--- src/rtl/regfile_wb_scheduler.sv ---
// regfile_wb_scheduler: arbitrates ALU/load writebacks onto one register-file write port and keeps a busy scoreboard that stalls issue on RAW/WAW hazards
// Ports: clk/reset (sync, active-high); issue_* in, issue_stall out; alu_wb_* and mem_wb_* valid/addr/data in, *_ready out;
//        rf_write_enable/addr/data drive the register file; busy_mask scoreboard; wb_error sticky stray-writeback flag.
module regfile_wb_scheduler #(
   parameter int ADDR_WIDTH   = 5,
   parameter int DATA_WIDTH   = 64,
   parameter int NUM_REGS     = 32,
   parameter int STARVE_LIMIT = 3
) (
   input  logic                  clk,
   input  logic                  reset,
   input  logic                  issue_valid,
   input  logic [ADDR_WIDTH-1:0] issue_rs1,
   input  logic [ADDR_WIDTH-1:0] issue_rs2,
   input  logic [ADDR_WIDTH-1:0] issue_rd,
   input  logic                  issue_writes_rd,
   output logic                  issue_stall,
   input  logic                  alu_wb_valid,
   input  logic [ADDR_WIDTH-1:0] alu_wb_addr,
   input  logic [DATA_WIDTH-1:0] alu_wb_data,
   output logic                  alu_wb_ready,
   input  logic                  mem_wb_valid,
   input  logic [ADDR_WIDTH-1:0] mem_wb_addr,
   input  logic [DATA_WIDTH-1:0] mem_wb_data,
   output logic                  mem_wb_ready,
   output logic                  rf_write_enable,
   output logic [ADDR_WIDTH-1:0] rf_write_addr,
   output logic [DATA_WIDTH-1:0] rf_write_data,
   output logic [NUM_REGS-1:0]   busy_mask,
   output logic                  wb_error
);
   localparam int CW = $clog2(STARVE_LIMIT + 1);
   logic [NUM_REGS-1:0]   busy, busy_next;
   logic [CW-1:0]         starve_cnt;
   logic                  grant, issue_fire;
   logic [ADDR_WIDTH-1:0] grant_addr;
   logic [DATA_WIDTH-1:0] grant_data;
   assign busy_mask    = busy;
   assign issue_stall  = issue_valid & (busy[issue_rs1] | busy[issue_rs2] | (issue_writes_rd & busy[issue_rd]));
   assign issue_fire   = issue_valid & ~issue_stall;
   // loads win ties unless the ALU has lost STARVE_LIMIT times in a row
   assign alu_wb_ready = alu_wb_valid & (~mem_wb_valid | starve_cnt == CW'(STARVE_LIMIT));
   assign mem_wb_ready = mem_wb_valid & ~alu_wb_ready;
   assign grant        = alu_wb_ready | mem_wb_ready;
   assign grant_addr   = alu_wb_ready ? alu_wb_addr : mem_wb_addr;
   assign grant_data   = alu_wb_ready ? alu_wb_data : mem_wb_data;
   // clear on the commit edge, then set so a same-cycle set wins
   always_comb begin
      busy_next = busy;
      if (rf_write_enable && rf_write_addr != '0) busy_next[rf_write_addr] = 1'b0;
      if (issue_fire && issue_writes_rd && issue_rd != '0) busy_next[issue_rd] = 1'b1;
      busy_next[0] = 1'b0;
   end
   always_ff @(posedge clk) begin
      if (reset) begin
         busy            <= '0;
         starve_cnt      <= '0;
         rf_write_enable <= 1'b0;
         rf_write_addr   <= '0;
         rf_write_data   <= '0;
         wb_error        <= 1'b0;
      end else begin
         busy            <= busy_next;
         rf_write_enable <= grant;
         if (grant) begin
            rf_write_addr <= grant_addr;
            rf_write_data <= grant_data;
         end
         starve_cnt <= (~alu_wb_valid | alu_wb_ready) ? '0 :
                       (starve_cnt == CW'(STARVE_LIMIT)) ? starve_cnt : starve_cnt + CW'(1);
         wb_error   <= wb_error | (grant & grant_addr != '0 & ~busy[grant_addr]);
      end
   end
endmodule

--- config.mk ---
export PLATFORM = sky130hd
export DESIGN_NAME = regfile_wb_scheduler
export DESIGN_NICKNAME = d
export VERILOG_FILES = /design/src/rtl/regfile_wb_scheduler.sv
export SDC_FILE = /design/constraint.sdc
export NUM_CORES = 1
export LEC_CHECK = 0
export CORE_MARGIN = 2
export CORE_UTILIZATION = 43
export DETAILED_ROUTE_END_ITERATION = 10
export PLACE_DENSITY = 0.89
export RECOVER_POWER = 25
export SYNTH_ARGS = -nofsm -noshare
export SYNTH_HDL_FRONTEND = slang
export SYNTH_SLANG_ARGS = --single-unit
--- constraint.sdc ---
create_clock -name clk -period 2.4 [get_ports clk]
set_input_delay 0.24 -clock clk [delete_from_list [all_inputs] [get_ports clk]]
set_output_delay 0.24 -clock clk [all_outputs]
set_load 0.05 [all_outputs]
==> results of run 1 <==
[layout make-up]
type,instances,area share [%]
clock buffers,11,2.642
clock inverters,5,0.6409
flip-flops and latches,104,21.99
inverters,6,0.2354
repair buffers,336,34.14
well taps,180,2.354
multi-input cells,558,37.98
diodes,1,0.02616
[cell families (layout without fill, tap and decap cells)]
logic type / after synthesis / in the layout / synth area share [%]
adder cells (fa/ha/maj): 1 / 1 / 0.2096
buffers and inverters: 68 / 358 / 4.968
other: 1 / 2 / 0.06283
AO/OA/AOI/OAI: 147 / 147 / 19.92
AND/OR/NAND/NOR: 361 / 361 / 26.96
multiplexers: 48 / 48 / 13.00
flip-flops: 104 / 104 / 34.88
[metrics by stage]
| step | instance area [um2] | setup slack (ns) | setup TNS [ns] |
|---|---|---|---|
| detailed placement | 9165 | -0.4782 | -12.23 |
| CTS | 9530 | -0.01303 | -0.01303 |
| global route | 9567 | -0.1013 | -0.2477 |
| finish | 9567 | -0.03598 | -0.03598 |
| floorplan | 5983 | 0.05914 | 0 |
| global placement | 9165 | -0.4198 | -10.40 |
[state kept, by name (all words and copies together), names as in the netlist]
register and count:
rf_write_enable 1, starve_cnt 2, rf_write_addr 5, busy_mask 31, rf_write_data 64, wb_error 1
[per-layer routing]
metal  GRT usage [%]  part of all wire [%]
met5               0                     0
met4           17.67                   4.9
met3           7.678                    10
met2           52.65                    49
met1           35.50                    36
[critical path, delay by kind of cell, from the launching register on]
family,cells,cell delay (ns)
AO/OA/AOI/OAI,4,0.39
multiplexers,2,0.77
flip-flops,1,0.37
buffers and inverters,2,0.32
[report_power, final]
group	internal (uW)	switching, uW	total (uW)
Combinational	593	815	1410
Sequential	1820	63.0	1890
Clock	874	669	1540
[cells in the mapped netlist (2+ instances only)]
master     number  area, um2
a2111oi_0       2      17.52
a211oi_1        6      45.04
a21oi_1         7      35.03
a311oi_1       66      578.1
and2_1          2      12.51
buf_1           4      15.01
buf_2           3      15.01
buf_4           2      15.01
buf_6           4      45.04
clkbuf_1       49      183.9
dfxtp_1       104       2082
inv_1           6      22.52
mux2_2         11      123.9
mux2i_1        16      160.2
mux4_1          5      131.4
mux4_2         16      360.4
nand2_1       183      686.9
nand2b_1        6      37.54
nand3_1        17      85.08
nand3b_1       19      142.6
nand4b_1        2      17.52
nor2_1         81      304.0
nor2b_1        30      187.7
nor3_1         12      60.06
nor4_1          3      18.77
o2111ai_1       3      26.28
o21ai_0        18      90.09
o21ai_2        28      245.2
[what timing repair did]
action                                  in CTS  in global routing
endpoints found under the setup margin      32                  3
pin swaps                                    4                  1
hold buffers                                 0                  0
gates resized for setup                     26                  8
setup buffers                                3                  4
[worst paths after layout]
kind	to	cells past startpoint	slack (ns)	start
worst max register to register	busy_mask[2]$_SDFF_PP0_	10	0.11	busy_mask[26]$_SDFF_PP0_
worst max-delay path	issue_stall	8	-0.04	busy_mask[26]$_SDFF_PP0_
worst min register to register	starve_cnt[0]$_SDFFE_PP0N_	1	0.47	starve_cnt[0]$_SDFFE_PP0N_
worst min-delay path	rf_write_data[55]$_SDFFE_PP0P_	3	0.46	alu_wb_data[55]
==> metrics.csv, run 1 <==
metric,value,unit
I/O Buffers,263,
"Slew Viols, Final",0,
grt total ovfl,0,
Vias per Instance,5.642,
Final Critical Period,2.436,ns
CP Cell Sequence,mux4_2 -> mux2_4 -> a21oi_2 -> o21ai_1 -> o21ai_1 -> buf_4 -> a31oi_4 -> buf_6,
final worst slack,-0.03598,ns
final core utilization,69.73,%
kind of critical path,reg -> out,
outcome,finished with violations,
effective utilization at floorplan,43.50,%
Mapped Cells,730,
nets,1175,
max_cap viols,0,
Final Hold Violating Endpoints,0,
Clock Sink Count,104,
maximum vdd drop,0.0003321,V
die area,14840,um2
Hold WC Path Type,in -> reg,
die height,121.8,um
CTS tree,yes,
final std cells w/o fill,1201,
Multi-input gate area,3633,um2
sequential element share of the synthesized area,34.88,%
final RePlAce weighted congestion,1.029,
Routed Antenna Nets,0,
"Slowest-stage cell, CP",mux4_2,
global-route wire length before repair,35.71,mm
CP required,2.16,ns
placed wire-length estimate,17.31,mm
Clock Latency Late Sink,0.35,ns
Synth cell types,53,
"commonest non-fill, non-tap cell in the layout",clkdlybuf4s50_1,
Main synth FF type,dfxtp_1,
leak pwr,0.003781,uW
Max Freq,0.4105,GHz
std cell rows,43,
Mean Syn Cell Area,8.176,um2
Worst Hold Slack,0.4551,ns
vias in the first global route,6764,
Filler cells,1068,
Area Overhead vs Synth,60.29,%
synthesized net count,890,
RSZ-0062 raised after global routing,true,
yosys warns,0,
final setup vio count,1,
#FFs+latches synth,104,
number of synthesized flops with an enable pin,0,
max-slew headroom at the worst pin,38.86,%
core area,13720,um2
Die W,121.8,um
Num CTS Buffers,9,
Total Wirelength,22.80,mm
IO Pins,265,
Design Power,4839,uW
CP arrival,2.20,ns
Worst Tran Pin Value,0.9171,ns
Netlist Area Pre-Place,5968,um2
layout cells sized above 1,16.57,%
starting DRC count in detailed routing,447,
fin crit share,101.5,%
Vias,6776,
failing checks,setup timing,
Slowest Stage Delay on Critical Path,0.48,ns
GRT Util Overall,31.01,%
H-tree depth,3,
Most common cell on crit path,o21ai_1,
Clock Pin Slew Worst Setup and Hold Paths,0.07,ns
"commonest non-fill, non-tap cells in the layout","clkdlybuf4s50_1, nand2_1, dfxtp_1",
Critical Path Start Type,flop,
Post-synth ARST share,0,%
FF+latch area,2103,um2
Clock Skews,0.008944,ns
Crit. End Element,output port,
Root Buffer,clkbuf_16,
crit path max fanout,3,
pwr dens,505.8,nW/um2
initial antenna violation count,1,
largest net degree at the start of global routing,56,
# DRC,0,
WL/cell,18.98,um
Cells after DPL,1178,
Bufs on Longest Clock Path,2,
drt first pass iters,5,
(Power assumes the default switching activity.)
==> run 2: changes to the inputs <==
CORE_ASPECT_RATIO = 1.25   (was unset)
==> run 2 against run 1 <==
- the flow now finishes without violations
- cell count barely moved
- non-clock buffer count grew 4
- flip-flop and latch count unchanged
- maximum frequency increased by 2.0%
- largest power group unchanged
==> metrics.csv, run 2 (same netlist as run 1, synthesis figures left out) <==
metric,value,unit
I/O Buffers,263,
Clock Skews,0.007739,ns
grt total ovfl,0,
"commonest non-fill, non-tap cell in the layout",clkdlybuf4s50_1,
CTS tree,yes,
CP arrival,2.15,ns
H-tree depth,3,
max reg flops,64,
# DRC,0,
Filler cells,1063,
Die W,109.4,um
Crit. End Element,output port,
outcome,finished clean,
largest reg by FF count,rf_write_data,
fin crit share,99.47,%
leak pwr,0.003785,uW
max-slew headroom at the worst pin,50.26,%
worst r2r src,busy_mask[11]$_SDFF_PP0_,
Setup TNS,0,ns
Vias,6967,
core area,13690,um2
final setup vio count,0,
Clock Latency Late Sink,0.35,ns
GRT Util Overall,32.81,%
Max Freq,0.4189,GHz
Clock Pin Slew Worst Setup and Hold Paths,0.08,ns
CP required,2.16,ns
largest net degree at the start of global routing,64,
"commonest non-fill, non-tap cells in the layout","clkdlybuf4s50_1, nand2_1, dfxtp_1",
std cell rows,48,
final core utilization,69.94,%
effective utilization at floorplan,43.59,%
die area,14840,um2
Total Wirelength,24.20,mm
crit path max fanout,4,
Vias per Instance,5.806,
global-route wire length before repair,36.98,mm
maximum vdd drop,0.0003530,V
placed wire-length estimate,18.21,mm
nets,1179,
Bufs on Longest Clock Path,2,
final std cells w/o fill,1200,
IO Pins,265,
Worst Hold Slack,0.3196,ns
max_cap viols,0,
Routed Antenna Nets,0,
starting DRC count in detailed routing,540,
Final Hold Violating Endpoints,0,
pwr dens,497.7,nW/um2
Cells after DPL,1179,
pre-CTS WS,-0.4157,ns
Worst Tran Pin Value,0.7437,ns
kind of critical path,reg -> out,
initial antenna violation count,2,
Critical Path Start Type,flop,
RSZ-0062 raised after global routing,true,
r2r setup slk,0.13,ns
Num CTS Buffers,9,
Area Overhead vs Synth,60.46,%
crit path launch,busy_mask[11]$_SDFF_PP0_,
Root Buffer,clkbuf_16,
WL/cell,20.16,um
die height,135.7,um
drt first pass iters,5,
"Slew Viols, Final",0,
final RePlAce weighted congestion,0.9965,
layout cells sized above 1,17.97,%
HP Start,reset,
Hold WC Path Type,in -> reg,
final worst slack,0.01283,ns
vias in the first global route,6753,
Clock Sink Count,104,
Final Critical Period,2.387,ns
-- run 2: cell count changes in the layout (fill, tap and decap cells not counted), moves of 3 or more --
| cell | previous run | this run |
|---|---|---|
| dfxtp_1 | 93 | 84 |
| dfxtp_4 | 3 | 6 |
| buf_4 | 65 | 68 |
| dfxtp_2 | 8 | 14 |
-- run 2: path summary, 6_finish.rpt --
| check | to | cells past startpoint |
|---|---|---|
| worst max-delay path | issue_stall | 5 |
| worst min-delay path | rf_write_data[2]$_SDFFE_PP0P_ | 2 |
| worst max register to register | busy_mask[2]$_SDFF_PP0_ | 7 |
| worst min register to register | starve_cnt[0]$_SDFFE_PP0N_ | 1 |
-- run 2: critical path, stage by stage, from the launching register on --
cell and delay (ns):
dfxtp_4 0.38, mux4_1 0.49, mux4_2 0.50, a21oi_4 0.17, a31oi_4 0.10, buf_6 0.16
-- run 2: stage by stage --
| step | cell area, um2 | total power, uW |
|---|---|---|
| final | 9577 | 4767 |
| after floorplan | 5983 | 2690 |
| after detailed placement | 9204 | 3370 |
| after global routing | 9574 | 4927 |
| after global placement | 9204 | 3349 |
| after CTS | 9558 | 4792 |
-- run 2: cell type report --
| type | count | area (um2) | area share [%] |
|---|---|---|---|
| Timing Repair Buffer | 340 | 3289 | 34.35 |
| Sequential cell | 104 | 2122 | 22.16 |
| Inverter | 6 | 22.52 | 0.2352 |
| Clock buffer | 9 | 225.2 | 2.352 |
| Tap cell | 175 | 219.0 | 2.286 |
| Clock inverter | 7 | 61.31 | 0.6402 |
| Antenna cell | 1 | 2.502 | 0.02613 |
| Multi-Input combinational cell | 558 | 3635 | 37.95 |
-- run 2: timing repair --
item | 4_1_cts | 5_1_grt
pin swaps | 2 | 5
resized for setup | 35 | 13
hold buffers | 0 | 0
endpoints found under the setup margin | 3 | 2
buffers inserted | 5 | 2
-- run 2: layer usage --
| metal | share of wire [%] | wire length (um) | track usage, % |
|---|---|---|---|
| met5 | 0.054 | 13 | 0 |
| met4 | 5.6 | 1357 | 15.68 |
| met3 | 13 | 3158 | 12.12 |
| met2 | 48 | 11540 | 54.49 |
| met1 | 34 | 8128 | 36.81 |
-- run 2: where the power goes --
group          internal (uW)  total [uW]  switching [uW]
clock                    727        1450             719
sequential              1820        1890            64.7
combinational            602        1440             833
==> run 3: changes to the inputs <==
MAX_ROUTING_LAYER = met4   (was unset)
SKIP_LAST_GASP = 1   (was unset)
==> run 3 against run 2 <==
- critical endpoint unchanged
- clock-buffer cell count rose by 3
- highest routed layer is now met4
- die area did not move
- total power up 1.6%
- the run now ends with setup timing left
==> metrics.csv, run 3 (same netlist as run 1, synthesis figures left out) <==
metric,value,unit
hold depth,2,
Max Freq,0.4113,GHz
RSZ-0062 raised after global routing,true,
Routed Antenna Nets,0,
leak pwr,0.003828,uW
max reg flops,64,
final RePlAce weighted congestion,1.024,
Final Critical Period,2.431,ns
I/O Buffers,263,
Multi-input gate area,3625,um2
kind of critical path,reg -> out,
"commonest non-fill, non-tap cell in the layout",clkdlybuf4s50_1,
std cell rows,48,
Bufs on Longest Clock Path,2,
starting DRC count in detailed routing,526,
Vias per Instance,5.762,
nets,1181,
R2R cell count,9,
largest reg by FF count,rf_write_data,
Vias,6932,
maximum vdd drop,0.0003828,V
# DRC,0,
largest net degree at the start of global routing,64,
Worst Tran Pin Value,0.8714,ns
die height,135.7,um
global-route wire length before repair,36.39,mm
Filler cells,1026,
effective utilization at floorplan,43.59,%
Clock Sink Count,104,
cts hold-fix bufs,0,
CP required,2.16,ns
core area,13690,um2
Seq pwr share,39.0,%
outcome,finished with violations,
Root Buffer,clkbuf_16,
Hold WC Path Type,in -> reg,
Num CTS Buffers,9,
Clock Pin Slew Worst Setup and Hold Paths,0.07,ns
IO Pins,265,
pwr dens,501.4,nW/um2
Critical Path Start Type,flop,
max_cap viols,0,
Crit. End Element,output port,
FF+latch area,2112,um2
GRT Util Overall,33.03,%
die area,14840,um2
vias in the first global route,6820,
Clock Skews,0.01200,ns
"Slew Viols, Final",0,
max-slew headroom at the worst pin,41.91,%
grt total ovfl,0,
crit path max fanout,5,
final worst slack,-0.03130,ns
Area Overhead vs Synth,61.89,%
Clock Latency Late Sink,0.35,ns
WL/cell,19.66,um
pre-CTS WS,-0.4120,ns
final setup vio count,1,
clock share of power,31.2,%
Combinational Power Share,29.8,%
"commonest non-fill, non-tap cells in the layout","clkdlybuf4s50_1, nand2_1, dfxtp_1",
Total Wirelength,23.66,mm
switching power share of the total,31.74,%
NetSw,1538,uW
Die W,109.4,um
placed wire-length estimate,18.12,mm
drt first pass iters,5,
CP arrival,2.19,ns
layout cells sized above 1,17.45,%
initial antenna violation count,2,
H-tree depth,3,
Worst Hold Slack,0.3430,ns
fin crit share,101.3,%
CTS tree,yes,
failing checks,setup timing,
Final Hold Violating Endpoints,0,
internal power,3307,uW
==> run 3: changes by cell type in the layout (fill, tap and decap cells not counted), sizes merged <==
cell	before	now
clkbuf	12	14
clkinvlp	1	0
clkinv	2	3
diode	1	2
clkdlybuf4s50	210	208
bufinv	0	1
dlygate4sd3	45	47
buf	78	81
inv	10	6
==> run 3: critical path, stage by stage (launching register included) <==
cell	delay, ns
dfxtp_1	0.35
buf_4	0.19
mux4_2	0.47
a32o_1	0.21
a21oi_1	0.14
nand3_1	0.13
nand2_2	0.11
a31oi_4	0.09
buf_6	0.16
==> run 3: what timing repair did <==
action	4_1_cts	5_1_grt
resized for setup	34	6
pin swaps	3	1
hold endpoints to repair	0	0
setup buffers	6	0
setup endpoints to repair	4	4
==> run 3: layer usage <==
metal | wire, um | vias up | global-route usage, %
met5 | 0 | - | -
met4 | 1716 | 0 | 21.52
met3 | 2724 | 116 | 10.29
met2 | 11070 | 434 | 52.16
met1 | 8144 | 3166 | 35.37
li1 | - | 3216 | -
==> run 3: per-stage QoR <==
stage               instances  area (um2)  total power, uW  setup TNS (ns)  utilization [%]
finish                   1203        9662             4844        -0.03130            70.56
global route             1203        9662             5015        -0.08700            70.56
CTS                      1201        9651             4877               0            70.48
detailed placement       1181        9269             3379          -10.59            67.69
global placement         1181        9269             3355          -8.626            67.69
floorplan                 730        5983             2690               0                -
==> run 3: layout make-up <==
cell class	count	share of cell area, %
timing repair buffer	342	34.87
multi-input combinational	558	37.52
clock inverter	4	0.5439
tap	175	2.266
antenna	2	0.05180
sequential	104	21.86
clock buffer	12	2.655
inverter	6	0.2331
==> run 3: path summary, 6_finish.rpt <==
check	to	slack [ns]	startpoint
setup / recovery	issue_stall	-0.03	busy_mask[19]$_SDFF_PP0_
hold / removal	rf_write_data[63]$_SDFFE_PP0P_	0.34	reset
setup reg to reg	busy_mask[2]$_SDFF_PP0_	0.09	busy_mask[19]$_SDFF_PP0_
hold reg to reg	starve_cnt[0]$_SDFFE_PP0N_	0.44	starve_cnt[0]$_SDFFE_PP0N_
==> run 3: power groups by stage <==
stage / registers [uW] / logic (uW) / clock network (uW)
floorplan: 2270 / 420 / 0
global placement: 1930 / 1430 / 0
detailed placement: 1930 / 1450 / 0
CTS: 1890 / 1460 / 1530
global route: 1900 / 1520 / 1600
finish: 1890 / 1440 / 1510
